File: src/rtl/mem_access.sv
// rtl/mem_access.sv - MEM pipeline stage: EX->MEM register, data-memory bus handshake and load/store lane formatting
module mem_access (
    input  logic        clk,
    input  logic        rst,
    input  logic        EX_valid,
    input  logic [31:0] EX_C,
    input  logic [31:0] EX_rD2,
    input  logic [4:0]  EX_wR,
    input  logic        EX_RFWr,
    input  logic [1:0]  EX_WDSel,
    input  logic        EX_MemRd,
    input  logic        EX_MemWr,
    input  logic [2:0]  EX_MemSize,
    output logic        MEM_valid,
    output logic [31:0] MEM_C,
    output logic [31:0] MEM_wR,
    output logic        MEM_RFWr,
    output logic [1:0]  MEM_WDSel,
    output logic [31:0] MEM_rd_,
    output logic        MEM_misalign,
    output logic        stall,
    output logic        dm_req,
    output logic        dm_we,
    output logic [31:0] dm_addr,
    output logic [31:0] dm_wdata,
    output logic [3:0]  dm_wstrb,
    input  logic        dm_ack,
    input  logic [31:0] dm_rdata
);

    typedef enum logic [1:0] {IDLE, WAIT, DONE} state_t;

    state_t      r_state;
    state_t      w_state_next;
    logic        w_accept;
    logic        w_capture_rd;
    logic        w_wait;
    logic        w_ex_mem;
    logic        w_ex_aligned;

    logic        r_valid;
    logic [31:0] r_c;
    logic [31:0] r_rd2;
    logic [4:0]  r_wr;
    logic        r_rfwr;
    logic [1:0]  r_wdsel;
    logic        r_memwr;
    logic [2:0]  r_size;
    logic        r_misalign;
    logic [31:0] r_rd;

    logic [7:0]  w_byte;
    logic [15:0] w_half;
    logic [31:0] w_load_ext;
    logic [31:0] w_wdata;
    logic [3:0]  w_wstrb;

    // Width comes from MemSize[1:0] alone: 00 byte, 01 half, 1x word (loads and stores alike)
    assign w_ex_mem = EX_MemRd | EX_MemWr;
    always_comb begin
        case (EX_MemSize[1:0])
            2'b00:   w_ex_aligned = 1'b1;
            2'b01:   w_ex_aligned = ~EX_C[0];
            default: w_ex_aligned = (EX_C[1:0] == 2'b00);
        endcase
    end

    always_ff @(posedge clk or posedge rst) begin
        if (rst) r_state <= IDLE;
        else     r_state <= w_state_next;
    end

    always_comb begin
        w_state_next = r_state;
        w_accept     = 1'b0;
        w_capture_rd = 1'b0;
        case (r_state)
            IDLE, DONE: begin
                w_accept     = 1'b1;
                w_state_next = (EX_valid && w_ex_mem && w_ex_aligned) ? WAIT : IDLE;
            end
            WAIT: begin
                if (dm_ack) begin
                    w_state_next = DONE;
                    w_capture_rd = 1'b1;
                end
            end
            default: w_state_next = IDLE;
        endcase
    end

    always_ff @(posedge clk or posedge rst) begin
        if (rst) begin
            r_valid    <= 1'b0;
            r_c        <= '0;
            r_rd2      <= '0;
            r_wr       <= '0;
            r_rfwr     <= 1'b0;
            r_wdsel    <= '0;
            r_memwr    <= 1'b0;
            r_size     <= '0;
            r_misalign <= 1'b0;
            r_rd       <= '0;
        end else if (w_accept) begin
            r_c     <= EX_C;
            r_rd2   <= EX_rD2;
            r_wr    <= EX_wR;
            r_size  <= EX_MemSize;
            if (!EX_valid) begin
                r_valid    <= 1'b0;
                r_rfwr     <= 1'b0;
                r_wdsel    <= '0;
                r_memwr    <= 1'b0;
                r_misalign <= 1'b0;
            end else if (w_ex_mem && !w_ex_aligned) begin
                // Trapping op: keep it visible but suppress writeback and the bus access
                r_valid    <= 1'b1;
                r_rfwr     <= 1'b0;
                r_wdsel    <= EX_WDSel;
                r_memwr    <= 1'b0;
                r_misalign <= 1'b1;
            end else begin
                r_valid    <= 1'b1;
                r_rfwr     <= EX_RFWr;
                r_wdsel    <= EX_WDSel;
                r_memwr    <= EX_MemWr;
                r_misalign <= 1'b0;
            end
        end else if (w_capture_rd) begin
            r_rd <= r_memwr ? 32'd0 : w_load_ext;
        end
    end

    always_comb begin
        case (r_c[1:0])
            2'b00:   w_byte = dm_rdata[7:0];
            2'b01:   w_byte = dm_rdata[15:8];
            2'b10:   w_byte = dm_rdata[23:16];
            default: w_byte = dm_rdata[31:24];
        endcase
        w_half = r_c[1] ? dm_rdata[31:16] : dm_rdata[15:0];
        case (r_size[1:0])
            2'b00:   w_load_ext = {{24{~r_size[2] & w_byte[7]}}, w_byte};
            2'b01:   w_load_ext = {{16{~r_size[2] & w_half[15]}}, w_half};
            default: w_load_ext = dm_rdata;
        endcase
    end

    always_comb begin
        case (r_size[1:0])
            2'b00: begin
                w_wstrb = 4'b0001 << r_c[1:0];
                w_wdata = {4{r_rd2[7:0]}};
            end
            2'b01: begin
                w_wstrb = 4'b0011 << r_c[1:0];
                w_wdata = {2{r_rd2[15:0]}};
            end
            default: begin
                w_wstrb = 4'b1111;
                w_wdata = r_rd2;
            end
        endcase
    end

    // Bus signals are gated by WAIT so an asynchronous reset drops them immediately
    assign w_wait       = (r_state == WAIT);
    assign stall        = w_wait;
    assign dm_req       = w_wait;
    assign dm_we        = w_wait & r_memwr;
    assign dm_addr      = w_wait ? {r_c[31:2], 2'b00} : 32'd0;
    assign dm_wdata     = (w_wait & r_memwr) ? w_wdata : 32'd0;
    assign dm_wstrb     = (w_wait & r_memwr) ? w_wstrb : 4'd0;

    assign MEM_valid    = r_valid;
    assign MEM_C        = r_c;
    assign MEM_wR       = {27'd0, r_wr};
    assign MEM_RFWr     = r_rfwr;
    assign MEM_WDSel    = r_wdsel;
    assign MEM_rd_      = r_rd;
    assign MEM_misalign = r_misalign;

endmodule

File: config.mk
export PLATFORM = sky130hd
export DESIGN_NAME = mem_access
export DESIGN_NICKNAME = d
export VERILOG_FILES = /design/src/rtl/mem_access.sv
export SDC_FILE = /design/constraint.sdc
export NUM_CORES = 1
export LEC_CHECK = 0
export BUFFER_PORTS_ARGS = -buffer_cell sky130_fd_sc_hd__buf_2
export CAP_MARGIN = 0
export CORE_MARGIN = 4
export CORE_UTILIZATION = 40
export CTS_BUF_LIST = sky130_fd_sc_hd__clkbuf_4 sky130_fd_sc_hd__clkbuf_8 sky130_fd_sc_hd__clkbuf_16
export DETAILED_ROUTE_END_ITERATION = 12
export HOLD_SLACK_MARGIN = 0.08
export PLACE_DENSITY_LB_ADDON = 0.08
export SYNTH_ARGS = -nofsm -noshare
export SYNTH_HDL_FRONTEND = slang
export SYNTH_SLANG_ARGS = --single-unit
File: constraint.sdc
create_clock -name clk -period 3.35 [get_ports clk]
set_input_delay 0.1675 -clock clk [delete_from_list [all_inputs] [get_ports clk]]
set_output_delay 0.1675 -clock clk [all_outputs]
set_load 0.05 [all_outputs]
==> impl_metrics.csv, run 1 <==
group,metric,value,unit
place,postPlaceCellArea,6960,µm²
clock_tree,post_cts_buffers,0,
setup_path,cp_num_buf_inv,2,
synthesis,synth_warnings,0,
final_layout,final_area,8160,µm²
drt,drt-initial-drc-count,264,
global_routing,use_met3,4.43,%
global_routing,grtUsageMet2,36.7,%
drt,wl_per_cell,17.1,µm
power,swShare,44.2,%
floorplanning,ios,285,
outcome,status,"completed",
synthesis,synth_cell_types,40,
place,dpl.hpwl,12600,µm
synthesis,synthArstFlopShare,100,%
sta,skew,0.00882,ns
synthesis,synth_top_area_cell,"dfrtp_1",
floorplanning,rows,43,
place,portBuffers,255,
power,power_frac_clock,20.9,%
global_routing,grt-ovfl-total,0,
synthesis,synth_top_cells_by_count,"112 x dfrtp_1, 73 x mux2_2, 70 x nand2_1",
drt,vias,5220,
global_routing,track_usage,22.0,%
power,power,0.00518,W
sta,hold_violations,0,
synthesis,synth.ff_latch_count,112,
final_layout,antenna_cells,0,
setup_path,cp.required,3.18,ns
clock_tree,cts_sinks,112,
drt,drc,0,
setup_path,cp.arrival,2.37,ns
synthesis,ys_seq_area_share,49.2,%
sta,final_max_slew_viol_count,0,
global_routing,grt_pass1_wl,28500,µm
floorplanning,die-area,16200,µm²
synthesis,synth_top_area_share,49.2,%
final_layout,nets,973,
clock_tree,cts_tree,"done",
sta,timing.final.crit_share,75.8,%
setup_path,worst-path-max-fanout,18,
power,powerDensity,635,nW/µm²
synthesis,syn-cell-area,5700,µm²
synthesis,synth_area_leaders,"dfrtp_1 49%, mux2_2 14%, nand2_1 4.6%, mux2i_1 4.2%, buf_4 4.1%",
floorplanning,initial_core_util,40.9,%
sta,setup_violations,0,
floorplanning,coreArea,13900,µm²
synthesis,yosysMostFrequentCell,"dfrtp_1",
sta,tns,0,ns
synthesis,synth-edff-count,0,
drt,firstDrtPassIters,4,
clock_tree,cts_buffers,9,
synthesis,postSynthCellCount,539,
drt,final_antenna_net_count,0,
sta,fin_crit,2.54,ns
setup_path,end_kind,"output port",
power,p_leak,4.21,nW
place,routabilityCongestion,0.879,
power,power.ir.vdd_worst,329,µV
power,comb_power_share,43.3,%
power,power.switching,0.00229,W
clock_tree,root_buffer,"clkbuf_16",
drt,via_per_inst,5.00,
clock_tree,h-tree-depth,3,
clock_tree,hold_buffers,89,
setup_path,cp_cell_sequence,"clkinv_1 > a21oi_1 > buf_2",
global_routing,grt_pass1_vias,5481,
global_routing,top_usage_layer,"met2",
sta,max_slew.worst_pin.slew,1.00,ns
sta,fmax,394,MHz
synthesis,synthFlopType,"dfrtp_1",
worst_hold_path,hold_class,"input pin to register",
global_routing,grt_max_degree,80,
floorplanning,die_w,127,µm
global_routing,gr-usage-met1,28.0,%
clock_tree,clockBufferDepth,2,
setup_path,cp_top_family,"buffers and inverters",
power,internal-power,0.00289,W
setup_path,startpoint_type,"register",
power,seq_power_share,35.8,%
global_routing,antenna_found_initial,0,
clock_tree,cts.clk_slew.worst_paths,0.07,ns
clock_tree,cts_resized,0,
final_layout,drive_above_1_share,41.3,%
synthesis,avgSynthCellArea,10.6,µm²
flow_run,max_cap_viol_count,0,
setup_path,crit_path_max_incr_delay,0.77,ns
drt,routed_wirelength,17900,µm
setup_path,critPathKind,"register to output port",
sta,rsz0062_at_grt,"no",
sta,slew_headroom,33.4,%
clock_tree,clk_latency,0.35,ns
final_layout,areaGrowthSynthToFinish,43.1,%
setup_path,critPathSlowestCell,"dfrtp_1",
floorplanning,fp.dieH,127,µm
-- area by class of cell --
cell class	count	area [µm²]
fill	1205	5780
clock inverter	3	42.5
multi-input combinational	379	2560
sequential	112	2810
clock buffer	12	254
tap	180	225
timing repair buffer	352	2240
inverter	6	25.0
-- metal layers --
| layer | wire [µm] | up-vias |
|---|---|---|
| met5 | 0 | - |
| li1 | - | 2438 |
| met3 | 1200 | 34 |
| met1 | 7490 | 2531 |
| met4 | 493 | 0 |
| met2 | 8680 | 217 |
-- logic make-up after synthesis --
family,synth area share [%]
compound gates,9.85
buf+inv,7.72
flops,49.2
mux,19.0
other cells,0.0658
simple gates,14.2
-- state kept, by name (all words and copies together) (netlist names) --
name and flops:
MEM_C 32, MEM_rd_ 32, r_rd2 32, r_wr 5
r_size 3, MEM_WDSel 2, r_state 2, MEM_RFWr 1
MEM_misalign 1, MEM_valid 1, r_memwr 1
-- power groups by stage --
stage | combinational [W] | clock (W) | sequential, W
final | 0.00224 | 0.00109 | 0.00185
after global routing | 0.00238 | 0.00116 | 0.00189
after CTS | 0.00225 | 0.00112 | 0.00185
after detailed placement | 0.00217 | 0 | 0.00187
after global placement | 0.00216 | 0 | 0.00186
after floorplan | 0.000920 | 0 | 0.00260
-- path summary, 6_finish.rpt --
check / startpoint / end / slack, ns / depth (start not counted)
max: r_size[1] / dm_wstrb[3] / 0.81 / 3
min: EX_MemSize[0] / r_size[0] / 0.1 / 2
max reg2reg: r_state[1] / MEM_rd_[2] / 0.98 / 5
min reg2reg: MEM_rd_[14] / MEM_rd_[14] / 0.47 / 2
max in group asynchronous: rst / MEM_C[19] / 2.04 / 4
min in group asynchronous: rst / r_rd2[5] / 0.56 / 3
-- layout by cell type (no fill, tap or decap), types with 2 or more instances in the layout --
master	instances
buf_2	255
dfrtp_1	111
dlygate4sd3_1	90
mux2_2	73
nand2_1	70
nor2_1	34
and2_1	31
conb_1	29
a21oi_1	26
mux2i_1	24
a22oi_1	16
o21ai_0	11
nor2b_1	10
clkbuf_16	9
and3_1	8
o31ai_1	7
o221ai_1	7
nand3b_1	6
a311oi_1	6
buf_4	6
inv_1	4
nand2b_1	2
a21o_1	2
or2_2	2
a22o_1	2
clkbuf_4	2
-- metrics by stage --
stage	worst slack, ns	utilization [%]	hold slack, ns	std cells
5_1_grt	0.664	58.6	0.0933	1044
4_1_cts	0.823	58.5	0.0823	1043
6_report	0.810	58.6	0.0991	1044
3_3_place_gp	1.15	50.0	0.387	939
3_5_place_dp	0.992	50.0	0.399	939
2_1_floorplan	0.223	-	0.276	567
Note: power is estimated with default switching activity, not from simulation.
==> inputs of run 2 (changes only) <==
Clock period 3.35 ns to 2.2 ns, I/O delays scaled along.
==> run 2 against run 1 <==
Critical endpoint is now dm_wdata[31]. Worst hold slack got worse by 0.0049 ns. Largest power group unchanged. Via count barely moved. Critical path depth grew 3. Flip-flop and latch count unchanged. Largest cell class unchanged.
==> impl_metrics.csv, run 2 (same netlist as run 1, synthesis figures left out) <==
group,metric,value,unit
setup_path,crit_path_frequent_cell,"nor2_1",
floorplanning,ios,285,
worst_hold_path,hold_path_depth,3,
floorplanning,fp.dieH,127,µm
setup_path,r2r-start,"r_state[0]",
sta,max_slew.worst_pin.slew,0.663,ns
clock_tree,cts_sinks,112,
final_layout,final_cell_mix,"255 x buf_2, 111 x dfrtp_1, 99 x dlygate4sd3_1, 73 x mux2_2, 70 x nand2_1",
global_routing,grt-ovfl-total,0,
sta,tns,0,ns
sta,slew_headroom,55.8,%
sta,skew,0.00521,ns
sta,setup_violations,0,
global_routing,grt_pass1_wl,28900,µm
setup_path,crit_path_max_incr_delay,0.63,ns
clock_tree,cts.clk_slew.worst_paths,0.07,ns
final_layout,drive_above_1_share,42.0,%
worst_hold_path,min-delay-start,"dm_rdata[10]",
global_routing,grt_pass1_vias,5638,
final_layout,multi_input_area,2580,µm²
final_layout,final_common_cell,"buf_2",
global_routing,antenna_found_initial,0,
drt,firstDrtPassIters,5,
power,power.ir.vdd_worst,489,µV
setup_path,regToRegSetupSlack,0.24,ns
worst_hold_path,hold_class,"input pin to register",
clock_tree,cts_tree,"done",
drt,wl_per_cell,16.7,µm
floorplanning,rows,43,
drt,top_layer,"met4",
clock_tree,cts_buffers,9,
clock_tree,post_cts_buffers,0,
setup_path,cp_cell_sequence,"buf_4 > mux2i_1 > nor2_1 > a21oi_1 > nor2_1 > buf_2",
worst_hold_path,holdPathEnd,"MEM_rd_[10]",
drt,vias,5219,
outcome,status,"completed",
power,powerDensity,962,nW/µm²
sta,timing.final.crit_share,92.7,%
sta,fmax,490,MHz
place,routabilityCongestion,0.849,
clock_tree,clk_latency,0.35,ns
final_layout,fillers,1208,
floorplanning,initial_core_util,40.9,%
drt,routed_wirelength,17800,µm
sta,fin_crit,2.04,ns
setup_path,worst-path-max-fanout,13,
setup_path,ff2ff_path_depth,5,
setup_path,path_depth,6,
place,dpl.hpwl,12600,µm
global_routing,grt_max_degree,113,
final_layout,nets,991,
setup_path,cp.arrival,1.93,ns
setup_path,cp_top_family,"flip-flops",
floorplanning,die-area,16200,µm²
setup_path,startpoint_type,"register",
setup_path,cp.required,2.09,ns
clock_tree,clockBufferDepth,2,
sta,final_max_slew_viol_count,0,
final_layout,register_area,2810,µm²
flow_run,max_cap_viol_count,0,
floorplanning,die_w,127,µm
drt,via_per_inst,4.91,
global_routing,track_usage,22.1,%
drt,met1_length,7240,µm
setup_path,end_kind,"output port",
setup_path,critPathKind,"register to output port",
place,portBuffers,255,
sta,rsz0062_at_grt,"no",
drt,final_antenna_net_count,0,
setup_path,r2r-end,"MEM_misalign",
final_layout,areaGrowthSynthToFinish,46.5,%
drt,drt-initial-drc-count,227,
final_layout,antenna_cells,0,
setup_path,cp_num_buf_inv,2,
clock_tree,root_buffer,"clkbuf_16",
power,p_leak,4.29,nW
final_layout,layout.cells.non_filler,1063,
floorplanning,coreArea,13900,µm²
drt,wl_met3,1310,µm
place,place_inst,948,
sta,hold_violations,0,
clock_tree,h-tree-depth,3,
setup_path,critPathSlowestCell,"dfrtp_1",
drt,drc,0,
drt,wl_met2,8750,µm
==> run 2: how the worst max path moves through the flow <==
stage / from / endpoint / slack, ns
2_1_floorplan: MEM_C[1] / dm_wstrb[3] / 0.13
3_3_place_gp: r_memwr / MEM_rd_[28] / 0.53
3_5_place_dp: r_memwr / MEM_rd_[27] / 0.48
4_1_cts: r_state[0] / MEM_misalign / 0.08
5_1_grt: r_size[0] / dm_wdata[31] / 0.02
6_report: r_size[0] / dm_wdata[31] / 0.16
==> run 2: cell type report <==
type	instances	area share, %
clock inverters	7	1.14
clock buffers	9	2.70
inverters	6	0.314
well taps	180	2.70
flip-flops and latches	112	33.6
repair buffers	370	28.7
multi-input cells	379	30.8
==> run 2: through the flow <==
stage               hold slack, ns  worst slack (ns)  instance area, µm²  total power [W]  utilization [%]
floorplan                    0.219             0.129                5820          0.00537                -
global placement             0.326             0.533                7040          0.00613             50.5
detailed placement           0.337             0.476                7040          0.00617             50.5
CTS                         0.0902            0.0828                8350          0.00811             59.9
global route                 0.105            0.0216                8360          0.00845             60.0
finish                      0.0942             0.160                8360          0.00804             60.0
==> run 2: worst register-to-register path, cell delays in order, from the launching register on <==
cell and delay, ns:
dfrtp_4 0.50, buf_4 0.28, nor2b_2 0.33, o211ai_1 0.13, dlygate4sd3_1 0.58, nand2_1 0.07
==> run 2: power breakdown <==
group          switching, W  internal, W
registers          0.000312      0.00249
clock network      0.000771      0.00100
logic               0.00245      0.00101
total               0.00354      0.00450
==> run 2: what timing repair did <==
| action | CTS | global route |
|---|---|---|
| hold buffers | 99 | 0 |
| endpoints found under the hold margin | 210 | 0 |
| resized for setup | 0 | 1 |
| endpoints found under the setup margin | 0 | 1 |
==> run 2: routing by layer <==
metal / GRT usage [%] / vias to the layer above
met5: 0 / -
met4: 8.64 / 0
met3: 4.31 / 35
met2: 38.0 / 256
met1: 27.5 / 2455
li1: - / 2473
==> inputs of run 3 (changes only) <==
--- a/config.mk
+++ b/config.mk
@@ -8,4 +8,5 @@
 export BUFFER_PORTS_ARGS = -buffer_cell sky130_fd_sc_hd__buf_2
 export CAP_MARGIN = 0
+export CORE_ASPECT_RATIO = 0.8
 export CORE_MARGIN = 4
 export CORE_UTILIZATION = 40
==> constraint.sdc (replaced) <==
create_clock -name clk -period 2.2 [get_ports clk]
set_input_delay 0.22 -clock clk [delete_from_list [all_inputs] [get_ports clk]]
set_output_delay 0.22 -clock clk [all_outputs]
set_load 0.05 [all_outputs]
==> run 3 against run 2 <==
Design area shrank 12%. Worst hold slack worse by 0.047 ns. Fmax decreased by 1.2%. Flip-flop and latch count unchanged. Largest cell class unchanged.
==> impl_metrics.csv, run 3 (same netlist as run 1, synthesis figures left out) <==
group,metric,value,unit
outcome,status,"completed",
power,power_frac_clock,20.7,%
setup_path,regToRegSetupSlack,0.33,ns
power,power.switching,0.00347,W
floorplanning,fp.dieH,115,µm
clock_tree,cts_buffers,9,
sta,rsz0062_at_grt,"no",
clock_tree,post_cts_buffers,0,
drt,routed_wirelength,17300,µm
floorplanning,die_w,141,µm
clock_tree,cts.clk_slew.worst_paths,0.07,ns
setup_path,worst-path-max-fanout,29,
setup_path,startpoint_type,"register",
global_routing,grt-ovfl-total,0,
final_layout,antenna_cells,0,
power,swShare,44.8,%
setup_path,r2r-end,"MEM_rd_[27]",
clock_tree,h-tree-depth,3,
sta,hold_violations,0,
worst_hold_path,hold_class,"input pin to asynchronous set/reset pin",
global_routing,track_usage,21.0,%
power,power.ir.vdd_worst,595,µV
global_routing,grt_pass1_wl,27100,µm
setup_path,ff2ff_path_depth,5,
final_layout,final_cell_mix,"254 x buf_2, 110 x dfrtp_1, 73 x mux2_2, 70 x nand2_1, 34 x nor2_1",
power,p_leak,3.86,nW
global_routing,grt_pass1_vias,5029,
clock_tree,root_buffer,"clkbuf_16",
drt,via_per_inst,5.14,
power,comb_power_share,43.3,%
power,powerDensity,1060,nW/µm²
clock_tree,clockBufferDepth,2,
drt,vias,4941,
final_layout,fin_util,53.4,%
floorplanning,coreArea,13700,µm²
clock_tree,cts_tree,"done",
sta,timing.final.crit_share,93.9,%
setup_path,cp.required,1.98,ns
floorplanning,rows,38,
setup_path,cp.arrival,1.85,ns
clock_tree,clk_latency,0.34,ns
power,seq_power_share,36.0,%
place,routabilityCongestion,0.822,
setup_path,end_kind,"output port",
sta,fin_crit,2.07,ns
place,dpl.hpwl,13100,µm
floorplanning,die-area,16200,µm²
power,power,0.00774,W
power,internal-power,0.00427,W
drt,wl_per_cell,18.0,µm
setup_path,r2r-start,"r_state[0]",
final_layout,nets,892,
clock_tree,cts_sinks,112,
flow_run,max_cap_viol_count,0,
sta,setup_violations,0,
global_routing,antenna_found_initial,1,
sta,skew,0.00718,ns
sta,slew_headroom,49.1,%
sta,fmax,484,MHz
place,portBuffers,255,
sta,final_max_slew_viol_count,0,
setup_path,critPathKind,"register to output port",
final_layout,final_common_cell,"buf_2",
final_layout,areaGrowthSynthToFinish,28.6,%
drt,drt-initial-drc-count,283,
floorplanning,initial_core_util,41.5,%
drt,drc,0,
sta,tns,0,ns
sta,max_slew.worst_pin.slew,0.763,ns
global_routing,grt_max_degree,113,
final_layout,drive_above_1_share,47.2,%
floorplanning,ios,285,
clock_tree,hold_buffers,0,
drt,final_antenna_net_count,0,
drt,firstDrtPassIters,4,
-- run 3: timing repair --
action                                 in CTS  in global routing
resized for setup                           0                  4
setup endpoints to repair                   0                 12
endpoints found under the hold margin       0                  0
-- run 3: per-stage QoR --
step	instance area, µm²	instances	setup WS (ns)	hold WS [ns]
final	7330	961	0.134	0.0473
after global routing	7330	961	0.00809	0.0839
after CTS	7320	961	0.0914	0.0804
after detailed placement	7040	948	0.390	0.447
after global placement	7040	948	0.420	0.438
after floorplan	5820	567	0.0191	0.329
-- run 3: metal layers --
layer	wire length [µm]	share of wire [%]	up-vias	track usage, %
met3	1510	8.8	17	5.90
met5	7	0.041	-	0
met4	178	1.0	2	4.41
met1	7100	41	2418	27.2
met2	8470	49	228	35.7
li1	-	-	2276	-
-- run 3: worst max-delay path by stage --
stage / startpoint / endpoint
6_report: r_state[0] / dm_wdata[28]
5_1_grt: r_state[1] / dm_wdata[12]
4_1_cts: r_size[0] / dm_wdata[31]
3_5_place_dp: r_state[0] / r_state[0]
3_3_place_gp: r_state[0] / r_state[0]
2_1_floorplan: MEM_C[1] / dm_wstrb[3]
-- run 3: power groups by stage --
stage	registers, W	logic [W]	clock network, W
3_3_place_gp	0.00281	0.00335	0
6_report	0.00279	0.00335	0.00160
2_1_floorplan	0.00397	0.00141	0
5_1_grt	0.00286	0.00355	0.00173
4_1_cts	0.00279	0.00338	0.00164
3_5_place_dp	0.00282	0.00338	0
-- run 3: cell type report --
cell class / count / area (µm²)
tap: 180 / 225
inverter: 6 / 30.0
clock inverter: 3 / 46.3
fill: 1315 / 6410
multi-input combinational: 379 / 2570
timing repair buffer: 271 / 1420
sequential: 112 / 2810
clock buffer: 10 / 233
-- run 3: worst max-delay path, stage by stage, from the launching register on --
cell     delay, ns
dfrtp_4       0.48
and2b_2       0.29
nand2_1       0.10
buf_4         0.31
nor2_1        0.10
buf_2         0.22
